--- src/rtl/display_pkg.sv ---
// Shared types and constants for the multiplexed seven-segment display path.
// Segments are active-high, anodes are active-low.
package display_pkg;

    typedef enum logic {
        GUARD = 1'b0,
        DRIVE = 1'b1
    } scan_state_t;

    localparam logic [6:0] SEG_BLANK = 7'b0000000;

    // Replicate this bit across the anode bus to turn every digit off.
    localparam logic ANODE_OFF = 1'b1;

endpackage

--- src/rtl/sevenseg.sv ---
// Hex nibble to seven-segment decoder, bit order {g,f,e,d,c,b,a}, active-high.
// Values 10..15 render as A, b, C, d, E, F.
module sevenseg (
    input  logic [3:0] i_nibble,
    output logic [6:0] o_seg
);

    always_comb begin
        o_seg = 7'b0000000;
        case (i_nibble)
            4'h0: o_seg = 7'h3F;
            4'h1: o_seg = 7'h06;
            4'h2: o_seg = 7'h5B;
            4'h3: o_seg = 7'h4F;
            4'h4: o_seg = 7'h66;
            4'h5: o_seg = 7'h6D;
            4'h6: o_seg = 7'h7D;
            4'h7: o_seg = 7'h07;
            4'h8: o_seg = 7'h7F;
            4'h9: o_seg = 7'h6F;
            4'hA: o_seg = 7'h77;
            4'hB: o_seg = 7'h7C;
            4'hC: o_seg = 7'h39;
            4'hD: o_seg = 7'h5E;
            4'hE: o_seg = 7'h79;
            4'hF: o_seg = 7'h71;
            default: o_seg = 7'b0000000;
        endcase
    end

endmodule

--- src/rtl/display_scan_ctrl.sv ---
// Time-multiplexed scan controller for NDIGITS common-anode seven-segment digits,
// with guard blanking, frame-synchronous shadow updates and leading-zero blanking.
module display_scan_ctrl
    import display_pkg::*;
#(
    parameter int NDIGITS      = 4,
    parameter int REFRESH_DIV  = 1000,
    parameter int BLANK_CYCLES = 2
) (
    input  logic                       clk,
    input  logic                       reset,
    input  logic                       enable,
    input  logic [4*NDIGITS-1:0]       digits,
    input  logic                       load,
    input  logic                       lz_suppress,
    output logic [NDIGITS-1:0]         anode,
    output logic [6:0]                 seg,
    output logic [$clog2(NDIGITS)-1:0] digit_idx,
    output logic                       frame_done
);

    localparam int IDX_W = $clog2(NDIGITS);
    localparam int CNT_W = $clog2(REFRESH_DIV);

    localparam logic [CNT_W-1:0] CNT_LAST  = CNT_W'(REFRESH_DIV - 1);
    localparam logic [CNT_W-1:0] CNT_BLANK = CNT_W'(BLANK_CYCLES);
    localparam logic [IDX_W-1:0] IDX_LAST  = IDX_W'(NDIGITS - 1);

    logic [CNT_W-1:0]     r_cnt;
    logic [IDX_W-1:0]     r_idx;
    scan_state_t          r_state;
    logic [4*NDIGITS-1:0] r_staging;
    logic [4*NDIGITS-1:0] r_shadow;
    logic                 r_pending;
    logic [NDIGITS-1:0]   r_anode;
    logic [6:0]           r_seg;
    logic                 r_frame_done;

    logic [CNT_W-1:0]     w_cnt_next;
    logic [IDX_W-1:0]     w_idx_next;
    scan_state_t          w_state_next;
    logic [4*NDIGITS-1:0] w_staging_next;
    logic [4*NDIGITS-1:0] w_shadow_next;
    logic                 w_pending_next;
    logic [NDIGITS-1:0]   w_anode_next;
    logic [6:0]           w_seg_next;

    logic                 w_slot_end;
    logic                 w_wrap;
    logic [3:0]           w_nib [NDIGITS];
    logic [NDIGITS-1:0]   w_sel_n;
    logic [NDIGITS-1:0]   w_suppress;
    logic [3:0]           w_dec_in;
    logic [6:0]           w_dec_seg;
    logic                 w_lit;

    // Slot counter, slot index and FSM next state.
    always_comb begin
        w_slot_end   = enable && (r_cnt == CNT_LAST);
        w_wrap       = w_slot_end && (r_idx == IDX_LAST);
        w_cnt_next   = '0;
        w_idx_next   = '0;
        w_state_next = GUARD;
        if (enable) begin
            w_cnt_next = w_slot_end ? '0 : r_cnt + 1'b1;
            if (w_slot_end) begin
                w_idx_next = w_wrap ? '0 : r_idx + 1'b1;
            end else begin
                w_idx_next = r_idx;
            end
            case (r_state)
                GUARD:   w_state_next = (w_cnt_next == CNT_BLANK) ? DRIVE : GUARD;
                DRIVE:   w_state_next = w_slot_end ? GUARD : DRIVE;
                default: w_state_next = GUARD;
            endcase
        end
    end

    // A load on the wrap edge lands in staging first, so the shadow sees it directly.
    always_comb begin
        w_staging_next = load ? digits : r_staging;
        w_pending_next = load | r_pending;
        w_shadow_next  = r_shadow;
        if (w_wrap && w_pending_next) begin
            w_shadow_next  = w_staging_next;
            w_pending_next = 1'b0;
        end
    end

    for (genvar gi = 0; gi < NDIGITS; gi++) begin : g_digit
        assign w_nib[gi]   = w_shadow_next[4*gi +: 4];
        assign w_sel_n[gi] = (w_idx_next != IDX_W'(gi));
    end

    // Digit k is a leading zero when it and every digit to its left are zero.
    always_comb begin
        logic zero_run;
        zero_run   = 1'b1;
        w_suppress = '0;
        for (int k = NDIGITS - 1; k >= 1; k--) begin
            zero_run      = zero_run && (w_nib[k] == 4'h0);
            w_suppress[k] = lz_suppress && zero_run;
        end
    end

    assign w_dec_in = w_nib[w_idx_next];

    sevenseg u_sevenseg (
        .i_nibble (w_dec_in),
        .o_seg    (w_dec_seg)
    );

    always_comb begin
        w_lit        = (w_state_next == DRIVE) && !w_suppress[w_idx_next];
        w_anode_next = w_lit ? w_sel_n : {NDIGITS{ANODE_OFF}};
        w_seg_next   = w_lit ? w_dec_seg : SEG_BLANK;
    end

    always_ff @(posedge clk) begin
        if (!reset) begin
            r_cnt        <= '0;
            r_idx        <= '0;
            r_state      <= GUARD;
            r_staging    <= '0;
            r_shadow     <= '0;
            r_pending    <= 1'b0;
            r_anode      <= {NDIGITS{ANODE_OFF}};
            r_seg        <= SEG_BLANK;
            r_frame_done <= 1'b0;
        end else begin
            r_cnt        <= w_cnt_next;
            r_idx        <= w_idx_next;
            r_state      <= w_state_next;
            r_staging    <= w_staging_next;
            r_shadow     <= w_shadow_next;
            r_pending    <= w_pending_next;
            r_anode      <= w_anode_next;
            r_seg        <= w_seg_next;
            r_frame_done <= w_wrap;
        end
    end

    assign anode      = r_anode;
    assign seg        = r_seg;
    assign digit_idx  = r_idx;
    assign frame_done = r_frame_done;

endmodule

--- config.mk ---
export PLATFORM = sky130hd
export DESIGN_NAME = display_scan_ctrl
export DESIGN_NICKNAME = d
export VERILOG_FILES = /design/src/rtl/display_pkg.sv /design/src/rtl/sevenseg.sv /design/src/rtl/display_scan_ctrl.sv
export SDC_FILE = /design/constraint.sdc
export NUM_CORES = 1
export LEC_CHECK = 0
export BUFFER_PORTS_ARGS = -buffer_cell sky130_fd_sc_hd__buf_2
export CORE_MARGIN = 2
export CORE_UTILIZATION = 58
export DETAILED_ROUTE_END_ITERATION = 10
export PLACE_DENSITY = 0.8
export SLEW_MARGIN = 20
export SYNTH_ARGS = -nofsm -noshare
export SYNTH_HDL_FRONTEND = slang
export SYNTH_SLANG_ARGS = --single-unit
--- constraint.sdc ---
create_clock -name clk -period 4.5 [get_ports clk]
set_input_delay 0.45 -clock clk [delete_from_list [all_inputs] [get_ports clk]]
set_output_delay 0.45 -clock clk [all_outputs]
set_load 0.02 [all_outputs]
Word-level counts from Yosys, hierarchy flattened. Memories as Yosys holds them, arrays and structs flattened. A register that Yosys moved wholly into a read port is not among the register bits. Cells that the tools add are included.

Flip-flop bits (word level): 51. Memories kept: 1. Output and inout bits: 14. Logic and storage cells: 56. Bits in read-only memories: 112. Bits in latches: 0. Bits in writable memories: 0.

Memory list: (no name shown) (depth 16, width 7, read ports 1, clocked after memory_dff 1, wr ports 0, line sevenseg.sv:10) `case (i_nibble)`.

Bitwise operators: 4. Multiplexer cells: 15. Shifts and indexed selects: 0. Multiply operators: 0. Reductions and logical operators: 18. Magnitude comparators: 2. Equal/unequal tests: 6. Add/subtract/negate cells: 2. Divide/modulo/power cells: 0.

Operators with widths (number): 2-to-1 mux 16 bit (2); zero test 4 bit (3); adder 10 x 1 -> 10 bit (second input constant) (1); equality test 10 bit (second input constant) (1); equality test 10 x 2 -> 1 bit (second input constant) (1); 2-to-1 mux 10 bit (1); logical AND 1 bit (9); binary-select mux 4 bit (select 2 bit) (1); 2-to-1 mux 4 bit (2); 2-to-1 mux 2 bit (3); 2-to-1 mux 1 bit (4); inequality test 2 bit (second input constant) (2); AND reduction 2 bit (2); greater-or-equal comparator 3 bit (second input constant) (1); less-than comparator 2 x 3 -> 1 bit (second input constant) (1); inverter 2 -> 3 bit (1); adder 2 x 1 -> 2 bit (second input constant) (1); binary-select mux 1 bit (select 2 bit) (1); equality test 2 bit (second input constant) (1); zero test 1 bit (2); inequality test 2 x 1 -> 1 bit (second input constant) (1); inverter 1 bit (2); one-hot mux 1 bit (2 select lines) (1); nonzero test 2 bit (1); 2 further kinds (2).

Longest topological paths before layout.
Word-level depth: 15. Gate-level depth with buffers: 16. Mapped depth without buffers: 13.

Modules after synthesis. Synthesis repeated with hierarchy kept, for this count alone.

Cell total of the unflattened synthesis: 324. Area total of the unflattened synthesis: 2924.1 um^2.

By module, submodules not included: display_scan_ctrl (cells an instance 291, times used 1, area each 2636.3 um^2); sevenseg (cells an instance 33, times used 1, area each 287.8 um^2).

Worst setup path before layout. Ideal clock, no wire load.

Path kind: reg-to-reg. Start point: reg r_cnt[0]. End point: reg r_seg[0], in the netlist seg[0]. Required time: 4440 ps. Cell stages (with the launch flop): 16. Arrival time: 3301 ps. Slack: 1139 ps. Cells stage by stage: dfxtp_1 ha_1 nand4bb_4 or4_1 buf_2 buf_6 buf_6 nor2_1 a21oi_1 nor2_1 nor3_1 or2_2 ha_1 or3b_2 o2111ai_1 o311a_1.

Word-level cells in the longest chain between the ends: 15. Elaborated cells on any way between the ends: 33. Classes of those cells: add/sub: 1; eq/ne: 2; mux: 14; bitwise: 1; reduce/logical: 15.

Ends and longest elaborated chain: start: declaration (line display_scan_ctrl.sv:29) `logic [CNT_W-1:0] r_cnt;`; start signal: assignment (line display_scan_ctrl.sv:131) `r_cnt <= w_cnt_next;`; parallel branches: the longest is 15 deep, another holds adder 10 x 1 -> 10 bit; end: declaration (line display_scan_ctrl.sv:36) `logic [6:0] r_seg;`.

Several ways; the timed one is not identified. The select of a mux whose other input is x is not followed. A chain may end at the register's enable or synchronous reset.

Worst setup path in the final report. Ends and elaborated chain as after synthesis.

==> results.md <==
* Status: completed
* Startpoint Class: flip-flop
* P_leak at 0.00136 uW
* Crit path DAT at roughly 4.2 ns
* CTS tree: built
* First-pass GRT wire length at 10000 microns
* Final period util at 0.870
* Setup Skew at 0.0131 ns
* FF+latch count, synth at 58
* Crit-path max cell delay at 0.88 ns
* CTS Hold Bufs at 0
* Setup TNS at 0 ns
* Std cell rows at 25
* Number of routed nets with antenna violations at 0
* Slowest cell on the critical path: or4_1
* GRT overflow at 0
* Hold Path Class: input pin to flip-flop
* Area Growth Syn to Fin at 11.7%
* Number of antenna violations at the first check in global routing at 0
* Core area at 4790 sq um
* Longest Clk Path Bufs at 2
* Ys Warns at 0
* Power Density at around 310 nW/um^2
* Via density at 5.80
* Total GRT Usage at 0.234
* Post-detail-place hpwl at approximately 4400 microns
* Crit-path cells: ha_1 > nand4bb_4 > or4_1 > nor2_1 > a21oi_1 > o211ai_1 > o31a_1 > inv_1 > ha_1 > or3b_2 > o2111ai_1 > o311a_1
* Register area share after synthesis at 0.397
* Clock sinks at 58
* CP most frequent cell: ha_1
* H-tree depth at 3
* Number of global-route vias before repair at 2130
* Die Span Y at 75.0 microns
* Layout cells sized above 1 at 0.186
* Worst Tran Pin Value at roughly 0.7 ns
* Smallest hold slack at approximately 0.4 ns
* Final WL at 6090 microns
* CP Max Fanout at 23
* DIE AREA at 5630 sq um
* Setup bufs post-CTS at 0
* Initial DRC count at 210
* Syn Area/Cell at 9.23 sq um
* Clock Latency Late Sink at 0.34 ns
* Max cap viols at 0
* CP endpoint kind: flip-flop
* Ant diodes at 0
* Pre-antenna DRT Iters at 5
* Cts bufs inserted at 9
* Via count at 2418
* Netlist cell types at 58
* Required @ worst endpoint at 4.77 ns
* Gates resized, CTS repair at 0
* Fin crit period at 3.92 ns
* Syn Inst Count at about 320
* I/O pins at 35
* Largest net degree at the start of global routing at 38
* Fmax at ~260 MHz
* Number of flops mapped to enable cells by yosys at 0
* Mapped cell area at between 2000 and 3000 sq um
* RSZ-0062 raised after global routing: false
* Remaining DRCs at 0
* Final setup viols at 0
* Gpl congestion at just over 0.9
* Die X at 75.0 microns
* Slew headroom at 0.529
* Drt wl/cell at 14.6 microns
* Initial core utilization at 0.611
* Setup CP Type: flip-flop to flip-flop
* Post-placement setup slack at 0.575 ns
* Syn_nets at 347
* Crit path max-delay family: simple AND/OR/NAND/NOR gates
* Finished Core Util at 0.683
* Reg clk slew, reported paths at 0.06 ns
* Fin nets at 375
* Primary FF master, synth: dfxtp_1
* Fin worst setup slack at 0.584 ns
* Peak supply drop at 0.194 mV
* Crit path buffers/inverters at 1
* CTS Root Cell: clkbuf_8
* Count of final max-slew check failures at 0
* Hold Violations, Final at 0
* Asr flop ratio synth at 0
* PortBufs at 34
* Fill count at 398
==> routing by layer <==
metal  global-route usage  vias to the layer above  wire length (microns)  share of wire
met5                    0                        -                      0              0
met4               0.0873                        0                    113          0.019
met3               0.0562                       10                    413          0.068
met2                0.369                       83                   2780           0.46
met1                0.311                     1129                   2780           0.46
li1                     -                     1196                      -              -
==> Yosys cell counts, types with 9 or more instances <==
library cell | n | area, sq um
a21oi_1 | 15 | 75.1
and2_1 | 9 | 56.3
dfxtp_1 | 58 | 1160
ha_1 | 9 | 113
mux2i_1 | 16 | 160
nand2_1 | 17 | 63.8
nand3_1 | 15 | 75.1
nor2_1 | 27 | 101
nor2b_1 | 24 | 150
o21ai_0 | 10 | 50.1
==> cell families (layout without fill, tap and decap cells) <==
family | after synthesis | count (layout) | synth area share
and+or+nand+nor | 137 | 137 | 0.266
AOI/OAI and AO/OA | 63 | 63 | 0.160
DFF | 58 | 58 | 0.397
buffers and inverters | 23 | 56 | 0.0445
muxes | 19 | 19 | 0.0701
adders and majority gates | 9 | 9 | 0.0385
xor gates and xnor gates | 8 | 8 | 0.0240
==> path summary, 6_finish.rpt <==
check / from / end / slack, ns / depth (start not counted)
setup / recovery: r_cnt[0] / seg[0] / 0.58 / 12
hold reg to reg: r_cnt[0] / r_cnt[0] / 0.52 / 1
hold / removal: digits[1] / r_staging[1] / 0.40 / 3
setup reg to reg: r_cnt[0] / seg[0] / 0.58 / 12
==> layout make-up <==
type                       instances  area, sq um  share of cell area
multi-input combinational        236         1640               0.502
sequential                        58         1160               0.355
timing repair buffer              36          185              0.0567
clock buffer                      14          173              0.0528
tap                               67         83.8              0.0257
inverter                           4         15.0             0.00459
clock inverter                     2         10.0             0.00306
==> state kept, by name (all words and copies together), names as in the netlist <==
signal	cells
seg	7
r_shadow	16
anode	4
frame_done	1
digit_idx	2
r_cnt	10
r_pending	1
r_state	1
r_staging	16
==> worst min-delay path: cells and delay by family <==
kind / cells / cell delay [ns]
buffers and inverters: 1 / 0.07
multiplexers: 1 / 0.07
AND/OR/NAND/NOR: 1 / 0.11
==> metrics by stage <==
stage / std cells / instance area [sq um] / total power [uW]
after global routing: 417 / 3270 / 1050
after detailed placement: 401 / 3090 / 594
after floorplan: 317 / 2930 / 575
after global placement: 401 / 3090 / 592
after CTS: 417 / 3270 / 1030
final: 417 / 3270 / 1020
==> power by group <==
part / switching, uW / internal (uW)
logic: 28.5 / 24.9
clock network: 196 / 243
registers: 4.22 / 524
total: 229 / 793
==> cells in the final DEF (no fill, tap or decap), types with 4 or more instances in the layout <==
master / netlist / routed
nand2_1: 17 / 17
or4_1: 4 / 4
clkbuf_8: 0 / 12
a21oi_1: 15 / 15
o211a_1: 5 / 5
dfxtp_1: 58 / 58
nor2b_1: 24 / 24
ha_1: 9 / 9
o21ai_0: 10 / 10
and3_1: 7 / 7
nor3_1: 7 / 7
buf_2: 5 / 34
inv_1: 4 / 4
o311a_1: 4 / 4
nor2_1: 27 / 27
nand3_1: 15 / 15
and2_1: 9 / 9
xor2_1: 5 / 5
a31oi_1: 4 / 4
mux2i_1: 16 / 16
Power figures use the tool's default switching activity.
